File: config.mk
export PLATFORM = sky130hd
export DESIGN_NAME = rr_ack_arbiter
export DESIGN_NICKNAME = d
export VERILOG_FILES = /design/src/rtl/rr_ack_arbiter.sv
export SDC_FILE = /design/constraint.sdc
export NUM_CORES = 1
export LEC_CHECK = 0
export CAP_MARGIN = 40
export CORE_AREA = 2 2 39 41
export CTS_CLUSTER_SIZE = 40
export DETAILED_ROUTE_END_ITERATION = 8
export DIE_AREA = 0 0 41 43
export PLACE_DENSITY = 0.31
export SLEW_MARGIN = 20
export SYNTH_ARGS = -nofsm -noshare
export SYNTH_HDL_FRONTEND = slang
export SYNTH_SLANG_ARGS = --single-unit
export TNS_END_PERCENT = 5
File: constraint.sdc
create_clock -name clk -period 2.4 [get_ports clk]
set_input_delay 0.48 -clock clk [delete_from_list [all_inputs] [get_ports clk]]
set_output_delay 0.48 -clock clk [all_outputs]
set_load 0.01 [all_outputs]
File: src/rtl/rr_ack_arbiter.sv
// rr_ack_arbiter: per-slave ack router for a 2-master / 2-slave fabric.
// Forwards ack_in to one waiting master; round-robin breaks ties.
//
// Ports:
//   clk, rst            - clock, synchronous active-high reset
//   s_no                - index of the slave this instance serves
//   ack_in              - ack from the served slave
//   sfor0, sfor1        - slave index targeted by master 0 / 1
//   req_stat0/1         - master request status (NO_REQ/WAIT/W_ACK/W_DATA)
//   ack0, ack1          - ack routed to master 0 / 1 (combinational)
//   ack_err             - registered orphan-ack flag
//                         (present only when RR_ACK_ERR_EN is defined)
//
// Optional feature macro: RR_ACK_ERR_EN
module rr_ack_arbiter (
    input  logic       clk,
    input  logic       rst,
    input  logic       s_no,
    input  logic       ack_in,
    input  logic       sfor0,
    input  logic       sfor1,
    input  logic [1:0] req_stat0,
    input  logic [1:0] req_stat1,
    output logic       ack0,
    output logic       ack1
`ifdef RR_ACK_ERR_EN
    ,
    output logic       ack_err
`endif
);

    localparam logic [1:0] NO_REQ = 2'd0;
    localparam logic [1:0] WAIT   = 2'd1;
    localparam logic [1:0] W_ACK  = 2'd2;
    localparam logic [1:0] W_DATA = 2'd3;

    logic elig0;
    logic elig1;
    // prio=0 favours master 0 on a tie, prio=1 favours master 1
    logic prio;

    assign elig0 = (req_stat0 == W_ACK) && (sfor0 == s_no);
    assign elig1 = (req_stat1 == W_ACK) && (sfor1 == s_no);

    always_comb begin
        ack0 = 1'b0;
        ack1 = 1'b0;
        if (!rst && ack_in) begin
            ack0 = elig0 && (!elig1 || !prio);
            ack1 = elig1 && (!elig0 || prio);
        end
    end

    // The master just served always loses the next tie.
    always_ff @(posedge clk) begin
        if (rst) begin
            prio <= 1'b0;
        end else if (ack0) begin
            prio <= 1'b1;
        end else if (ack1) begin
            prio <= 1'b0;
        end
    end

`ifdef RR_ACK_ERR_EN
    // Flag a slave ack that no master was waiting for, one cycle later.
    always_ff @(posedge clk) begin
        if (rst) begin
            ack_err <= 1'b0;
        end else begin
            ack_err <= ack_in && !elig0 && !elig1;
        end
    end
`endif

    // Only W_ACK is eligible; the other encodings exist for readability.
    logic unused_enc;
    assign unused_enc = ^{NO_REQ, WAIT, W_DATA};

endmodule

* After elaboration in Yosys (flattened, before gate mapping)
Index checks and enable logic that the tools add are counted.
Operators by class: muxes and demuxes 4, reductions and logical operators 12, equality and inequality tests 4
Operator list (number):
- $logic_and 1x1->1 | 5
- $eq 2x2->1 const B | 2
- $logic_not 1->1 | 4
- $mux 1 | 4
- $eq 1x1->1 | 2
- $logic_or 1x1->1 | 2
- $reduce_bool 2->1 | 1
Word-level totals: bits of input ports 10, output and inout port bits 2, register bits 1, word-level logic and storage cells 21

* Depth between registers and ports, before layout
Gate-level depths: netlist (run 1).
depth after elaboration 8, depth in mapped cells 3, depth with buffers taken out 3

* Worst setup path before layout (run 1)
No wires, ideal clock.
path kind in2out, start point input port sfor0, end point output port ack0, buffers on the path 0, slack 0.729 ns, data required time 1.920 ns, arrival 1.191 ns, stages 3, cell sequence xnor2_1 nand3b_1 a2111oi_2
On the way: cells in the longest elaborated chain, start to end 4
RTL lines:
- start: declaration | RTL line 20 | input logic sfor0,
- $eq 1x1->1 | RTL line 42 | assign elig0 = (req_stat0 == W_ACK) && (sfor0 == s_no);
- $logic_and 1x1->1 | RTL line 42
- $logic_and 1x1->1 | RTL line 49 | ack0 = elig0 && (!elig1 || !prio);
- $mux 1 | RTL line 48 | if (!rst && ack_in) begin
- end: declaration | RTL line 24 | output logic ack0,
No other way between the ends.

* Final worst setup path (run 1)
start point input port sfor0, end point output port ack1
On the way: cells in the longest elaborated chain, start to end 6
RTL lines:
- $eq 1x1->1 | RTL line 42
- $logic_and 1x1->1 | RTL line 42
- $logic_not 1->1 | RTL line 50 | ack1 = elig1 && (!elig0 || prio);
- $logic_or 1x1->1 | RTL line 50
- $logic_and 1x1->1 | RTL line 50
- $mux 1 | RTL line 48
- end: declaration | RTL line 25 | output logic ack1
No other way between the ends.

==> metrics.yaml, run 1 <==
clk_latency_ns: 0
reg_top3: "prio: 1 flops"
syn_inst: 13
ir_worst_vdd_v: 0.0000799
slew_headroom_pct: 83.2
wirelength_um: 363
cap_viol_max_count: 0
leakage_nw: 0.0942
initialDrtViolationCount: 0
synth-seq-area-share_pct: 17.8
p_sw_mw: 0.0109
num-nets-final: 38
power_density_nw_per_um2: 184
rr_startpoint: "prio$_SDFFE_PP0P_"
syn-num-nets: 23
slew_violations: 0
crit_fanout: 2
track_usage_pct: 4.51
synth_area_um2: 113
initial_core_util_pct: 8.14
dr.pass1.iters: 1
wl_per_cell_um: 8.64
hold_buffers: 0
numPortBuffers: 11
arrival_ns: 1.80
required_ns: 1.92
layout-drive-gt1-share_pct: 23.1
finalSetupViolations: 0
die_y_um: 43
combPwrFrac_pct: 62.6
area_growth_pct: 134
p_sw_share_pct: 22.4
critPathSlowestCell: "clkdlybuf4s50_1"
rsz0062_at_grt: "no"
grt_max_degree: 6
end_kind: "primary output"
critPathLaunchType: "input port"
n_antenna_cell: 0
nFillCells: 155
antenna_found_initial: 0
std_cell_rows: 14
slowest_delay_ns: 0.47
hp-start: "prio$_SDFFE_PP0P_"
crit_path_start: "sfor0"
fin_skew_ns: 0
p_clk_share_pct: 0
avgSynthCellArea_um2: 8.66
hold_class: "reg2reg"
detail-route-antenna-nets: 0
die-width_um: 41
seq_power_share_pct: 37.4
yosysUniqueCellTypes: 11
clk_pin_slew_ns: 0
crit_chain: "clkdlybuf4s50_1 > xnor2_1 > nand3b_1 > buf_4 > o2111a_1 > clkdlybuf4s15_1"
num_io_pins: 12
tns_ns: 0
dieArea_um2: 1760
top_register: "prio"
timing.final.crit_period_ns: 2.28
route.detailed.drc: 0
fmax_ghz: 0.439
internal_power_mw: 0.0378
via_per_inst: 3.60
grt_pass1_wl_um: 579
core_um2: 1380
yosysWarnings: 0
grt-ovfl-total: 0
gp_congestion: 0.590
num_vias: 151
ys_ff_latch: 1
status: "completed"
largest_reg_flops: 1
grt_pass1_vias: 145
report.final.hold_viol_count: 0
place_hpwl_um: 345
worst_pin_slew_ns: 0.252
fin_util_pct: 19.1
min_period_over_period_pct: 94.9
setup.worst_path.class: "in2out"
[layout make-up]
class	count	area, µm²	area share [%]
Sequential cell	1	20.0	7.58
Tap cell	16	20.0	7.58
Timing Repair Buffer	13	119	45.0
Multi-Input combinational cell	9	93.8	35.5
Inverter	3	11.3	4.27
[cells in the final DEF (no fill, tap or decap)]
cell / Yosys / routed
a2111oi_2: 1 / 1
a21oi_1: 1 / 1
buf_2: 0 / 1
buf_4: 0 / 2
clkdlybuf4s15_1: 0 / 1
clkdlybuf4s50_1: 0 / 8
dfxtp_1: 1 / 1
dlygate4sd2_1: 0 / 1
inv_1: 3 / 3
nand3b_1: 1 / 1
nand4b_1: 1 / 1
nor3b_2: 0 / 1
o2111a_1: 1 / 1
o221ai_1: 1 / 1
xnor2_1: 1 / 1
xor2_2: 0 / 1
[cell usage after synthesis (all sizes together)]
cell type / count / area, µm²
nor3b: 1 / 7.51
dfxtp: 1 / 20.0
a2111oi: 1 / 15.0
nand4b: 1 / 8.76
inv: 3 / 11.3
o2111a: 1 / 11.3
nand3b: 1 / 7.51
o221ai: 1 / 8.76
xnor2: 1 / 8.76
xor2: 1 / 8.76
a21oi: 1 / 5.00
[layer usage]
layer,GRT usage (%),wire length [µm]
met5,0,0
met2,6.88,137
met1,6.71,170
met3,1.05,55
met4,0,0
[through the flow]
step | hold WS (ns) | cells | setup slack (ns) | power (mW) | cell area [µm²]
final | 0.505 | 42 | 0.122 | 0.0487 | 264
after CTS | 0.508 | 42 | 0.0221 | 0.0495 | 269
after detailed placement | 0.505 | 42 | -0.373 | 0.0483 | 258
after global placement | 0.510 | 42 | -0.401 | 0.0484 | 258
after floorplan | 0.475 | 13 | 0.729 | 0.0266 | 113
after global routing | 0.546 | 42 | 0.0388 | 0.0514 | 264
[worst paths after layout]
path         slack, ns  cells past startpoint           endpoint
max reg2reg       1.55                      3  prio$_SDFFE_PP0P_
min reg2reg       0.50                      2  prio$_SDFFE_PP0P_
max               0.12                      6               ack1
min               0.50                      2  prio$_SDFFE_PP0P_
[power by group through the flow]
stage,Sequential (mW),Combinational [mW],Clock (mW)
2_1_floorplan,0.0181,0.00852,0
3_3_place_gp,0.0182,0.0302,0
3_5_place_dp,0.0182,0.0301,0
4_1_cts,0.0182,0.0312,0
5_1_grt,0.0183,0.0331,0
6_report,0.0182,0.0305,0
[logic make-up after synthesis]
family | after synthesis | synth area share (%)
AO/OA/AOI/OAI | 4 | 35.5
XOR/XNOR | 2 | 15.6
buffers and inverters | 3 | 10.0
flip-flops | 1 | 17.8
AND/OR/NAND/NOR | 3 | 21.1
[critical path: cells and delay by family]
kind	cells	cell delay (ns)
buf+inv	3	0.86
xor+xnor	1	0.11
simple gates	1	0.12
compound gates	1	0.22
[timing repair]
item	in CTS	in global routing
endpoints found under the setup margin	2	2
resized for setup	7	2
pin swaps	1	1
buffers inserted	0	0
Note: power is estimated with default switching activity, not from simulation.
==> inputs of run 2 (changes only) <==
--- a/config.mk
+++ b/config.mk
@@ -6,11 +6,13 @@
 export NUM_CORES = 1
 export LEC_CHECK = 0
 export CAP_MARGIN = 40
+export CELL_PAD_IN_SITES_DETAIL_PLACEMENT = 0
+export CELL_PAD_IN_SITES_GLOBAL_PLACEMENT = 1
 export CORE_AREA = 2 2 39 41
-export CTS_CLUSTER_SIZE = 40
+export CTS_CLUSTER_SIZE = 8
 export DETAILED_ROUTE_END_ITERATION = 8
 export DIE_AREA = 0 0 41 43
-export PLACE_DENSITY = 0.31
+export PLACE_DENSITY = 0.43
 export SLEW_MARGIN = 20
 export SYNTH_ARGS = -nofsm -noshare
 export SYNTH_HDL_FRONTEND = slang
==> metrics.yaml, run 2 (synthesis gave the netlist of run 1 again) <==
status: "completed"
ir_worst_vdd_v: 0.000110
slowest_delay_ns: 0.47
finalSetupViolations: 0
die_y_um: 43
reg_top3: "prio: 1 flops"
total_power_mw: 0.0490
dr.pass1.iters: 1
crit_fanout: 2
n_antenna_cell: 0
final_common_cell: "clkdlybuf4s50_1"
slew_headroom_pct: 81.9
clk_pin_slew_ns: 0
cap_viol_max_count: 0
worst_hold_slack_ns: 0.505
setup.worst_path.end: "ack1"
critPathLaunchType: "input port"
report.final.hold_viol_count: 0
detail-route-antenna-nets: 0
power_density_nw_per_um2: 186
leakage_nw: 0.0977
reg2reg_slack_ns: 1.55
initialDrtViolationCount: 0
place_hpwl_um: 340
dieArea_um2: 1760
critPathSlowestCell: "clkdlybuf4s50_1"
ff_latch_area_um2: 20.0
rr_startpoint: "prio$_SDFFE_PP0P_"
rsz0062_at_grt: "no"
crit_path_start: "sfor0"
antenna_found_initial: 0
gp_congestion: 0.670
die-width_um: 41
nFillCells: 153
fmax_ghz: 0.430
core_um2: 1380
r2r_cells: 3
layout_common_cells: "clkdlybuf4s50_1, inv_1, dlygate4sd2_1, buf_4"
wirelength_um: 366
num_io_pins: 12
min_period_over_period_pct: 96.9
numPortBuffers: 11
clk_latency_ns: 0
crit_buf_inv: 3
route.detailed.drc: 0
top_register: "prio"
fin_skew_ns: 0
hold_class: "reg2reg"
worst_pin_slew_ns: 0.271
crit_chain: "clkdlybuf4s50_1 > xnor2_1 > nand3b_1 > buf_4 > o2111a_1 > dlygate4sd2_1"
layout-drive-gt1-share_pct: 23.1
slew_violations: 0
track_usage_pct: 4.01
wl_per_cell_um: 8.71
area_growth_pct: 133
multi_input_area_um2: 93.8
grt-ovfl-total: 0
r2r_end: "prio$_SDFFE_PP0P_"
timing.final.crit_period_ns: 2.33
tns_ns: 0
end_kind: "primary output"
grt_max_degree: 6
via_per_inst: 3.50
crit_family: "buffers and inverters"
arrival_ns: 1.85
num_vias: 147
worst_slack_ns: 0.0734
largest_reg_flops: 1
std_cell_rows: 14
preCtsSetupSlack_ns: -0.373
initial_core_util_pct: 8.14
num-nets-final: 38
grt_pass1_wl_um: 510
setup.worst_path.class: "in2out"
required_ns: 1.92
grt_pass1_vias: 147
crit_cells: 6
==> run 2: cell count changes in the layout (fill, tap and decap cells not counted), sizes merged <==
| cell | before | now |
|---|---|---|
| clkdlybuf4s15 | 1 | 0 |
| dlygate4sd2 | 1 | 2 |
==> run 2: layout make-up <==
| class | instances | area share, % |
|---|---|---|
| repair buffers | 13 | 44.8 |
| multi-input cells | 9 | 35.7 |
| flip-flops and latches | 1 | 7.62 |
| well taps | 16 | 7.62 |
| inverters | 3 | 4.29 |
==> run 2: report_power, final <==
part | total [mW] | internal, mW | switching, mW
logic | 0.0308 | 0.0202 | 0.0106
registers | 0.0182 | 0.0175 | 0.000698
clock network | 0 | 0 | 0
total | 0.0490 | 0.0377 | 0.0113
==> run 2: worst reg2reg max path: stages, from the launching register on <==
cell	delay, ns
dfxtp_1	0.38
nand4b_1	0.12
o221ai_1	0.16
a21oi_1	0.06
==> run 2: worst min path at each step <==
stage,start,to,slack [ns],cells after the start
after floorplan,prio$_SDFFE_PP0P_,prio$_SDFFE_PP0P_,0.48,2
after global placement,prio$_SDFFE_PP0P_,prio$_SDFFE_PP0P_,0.50,2
after detailed placement,prio$_SDFFE_PP0P_,prio$_SDFFE_PP0P_,0.50,2
after CTS,prio$_SDFFE_PP0P_,prio$_SDFFE_PP0P_,0.50,2
after global routing,prio$_SDFFE_PP0P_,prio$_SDFFE_PP0P_,0.56,2
final,prio$_SDFFE_PP0P_,prio$_SDFFE_PP0P_,0.50,2
==> run 2: what timing repair did <==
item | in CTS | in global routing
endpoints found under the setup margin | 2 | 1
buffers inserted | 0 | 0
hold buffers | 0 | 0
cloned | 0 | 0
gates resized for setup | 7 | 1
==> run 2: routing by layer <==
metal	part of all wire, %	vias up	GRT usage (%)	wire length [µm]
met1	46	58	6.09	167
met3	16	0	0.524	60
met5	0	-	0	0
met2	37	12	6.25	137
met4	0	0	0	0
li1	-	77	-	-
==> run 2: metrics by stage <==
stage | cells | cell area (µm²) | utilization (%)
final | 42 | 263 | 19.0
after CTS | 42 | 269 | 19.4
after global routing | 42 | 263 | 19.0
after detailed placement | 42 | 258 | 18.6
after global placement | 42 | 258 | 18.6
after floorplan | 13 | 113 | -
==> RTL edit, RTL diff (config.mk and constraints of run 1) <==
Build with the macro `RR_ACK_ERR_EN` defined.
--- a/src/rtl/rr_ack_arbiter.sv
+++ b/src/rtl/rr_ack_arbiter.sv
@@ -12,6 +12,8 @@
 //                         (present only when RR_ACK_ERR_EN is defined)
 //
 // Optional feature macro: RR_ACK_ERR_EN
+`define RR_ACK_ERR_EN
+
 module rr_ack_arbiter (
     input  logic       clk,
     input  logic       rst,
Check against the original RTL (old outputs only; new: ack_err): equivalent (equiv_simple and equiv_induct, registers matched by name and starting in step).
==> RTL edit against run 1 <==
  * Power rose to 3.1 times the old value
  * Sequential cell count up 1
  * Area after synthesis up 33%
  * Synthesized cell count up 23%
  * Cell area up 30%
  * Die area unchanged
  * Clock skew unchanged
  * Via count up 34%
  * Wire length up 39%
  * Setup slack worse by 0.067 ns
  * Sequential share of layout area up 4.1 points
  * Sequential power up 98%
  * Critical path depth unchanged
  * Global-route usage up 3.5 points
  * Critical path type unchanged
==> RTL edit: results (changes against run 1) <==
outcome: completed (unchanged)
worst vdd ir: 0.0000846 V (was 0.0000799 V)
antenna violations before repair: 0 (unchanged)
via count of the routed design: 202 (was 151)
DRT Pass-1 Iters: 2 (was 1)
H-tree Lvls: 1
CP startpoint: sfor0 (unchanged)
min-delay worst type: reg2reg (unchanged)
slew margin rel.: 81.2% (was 83.2%)
Post-synth top flop: dfxtp_1 (unchanged)
Net Count, Synth: 26 (was 23)
ratio of cells with drive above 1 in the final layout: 32.4% (was 23.1%)
YS warnings: 0 (unchanged)
clock latency on the worst-skew pair: 0.22 ns (was 0 ns)
R2R cell count: 3 (unchanged)
post-DR wirelength/cell: 10.1 um (was 8.64 um)
GPL Wtd Cong: 0.688 (was 0.590)
Worst EP arrival: 1.86 ns (was 1.80 ns)
hpwl dp: 420 um (was 345 um)
worst reg-to-reg setup slack: 1.47 ns (was 1.55 ns)
Compound-Gate Fraction of Synth Area: 27.5% (was 35.6%)
post-place setup slack: -0.417 ns (was -0.373 ns)
Non-Filler Instances: 50 (was 42)
Tmin final: 2.34 ns (was 2.28 ns)
Synth area leaders: dfxtp_1, a2111oi_2, inv_1, o2111a_1, nand4b_1 (unchanged)
hold path depth: 2 (unchanged)
CTS clk-pin slew, worst paths: 0.03 ns (was 0 ns)
Syn Area/Cell: 9.38 um2 (was 8.66 um2)
placed cell count: 47 (was 42)
FF-to-FF End: prio (unchanged)
fin nets: 46 (was 38)
CTS Root Cell: clkbuf_4
multiplexer share of the synthesized area: 0% (unchanged)
port bufs: 12 (was 11)
register area share after synthesis: 26.7% (was 17.8%)
most frequent cells after synthesis: inv_1, a2111oi_2, dfxtp_1, nor2_1
Post-Synth XOR/XNOR Area: 11.7% (was 15.6%)
top flop regs: ack_err (1), prio (1) (was prio (1))
vias in the first global route: 238 (was 145)
postcts setup bufs: 0 (unchanged)
Initial DRC Count: 1 (was 0)
crit path max fanout: 3 (was 2)
first-pass GRT wire length: 897 um (was 579 um)
total track usage: 8.02% (was 4.51%)
static leakage: 0.135 nW (was 0.0942 nW)
RTL edit: worst min-delay path by stage:
stage	to	slack [ns]
5_1_grt	prio	0.58
3_3_place_gp	prio	0.54
6_report	prio	0.54
3_5_place_dp	prio	0.53
4_1_cts	prio	0.54
2_1_floorplan	prio	0.49
RTL edit: power breakdown:
| group | internal (W) | switching, W |
|---|---|---|
| clock | 0.0000554 | 0.0000210 |
| sequential | 0.0000351 | 0.000000956 |
| combinational | 0.0000242 | 0.0000137 |
| total | 0.000115 | 0.0000357 |
RTL edit: logic make-up after synthesis:
kind of cell,Yosys count
simple gates,6
compound gates,3
buf+inv,3
xor+xnor,2
flops,2
RTL edit: final cells by class:
| type | instances | area, um2 |
|---|---|---|
| Multi-Input combinational cell | 11 | 111 |
| Inverter | 3 | 11.3 |
| Fill cell | 148 | 1040 |
| Sequential cell | 2 | 40.0 |
| Timing Repair Buffer | 15 | 139 |
| Tap cell | 16 | 20.0 |
| Clock buffer | 3 | 22.5 |
RTL edit: layer usage:
metal	up-vias	GRT usage, %	wire length (um)
met5	-	0	0
met4	0	6.00	0
met3	0	3.14	68
met2	13	11.3	253
met1	91	9.29	183
li1	98	-	-
RTL edit: what timing repair did:
action                                  CTS  global route
endpoints found under the setup margin    2             2
pin swaps                                 1             3
hold buffers                              0             0
resized for setup                         8             1
RTL edit: through the flow:
stage               utilization (%)  setup TNS, ns  area [um2]
global placement               22.6         -0.719         313
finish                         24.9              0         344
global route                   24.9        -0.0155         344
CTS                            24.6              0         340
floorplan                         -              0         150
detailed placement             22.6         -0.775         313
RTL edit: worst max-delay path, stage by stage:
cell and delay, ns:
clkdlybuf4s50_1 0.47, xnor2_1 0.12, nand3b_1 0.15, buf_6 0.15, o2111a_1 0.22, dlygate4sd2_1 0.28
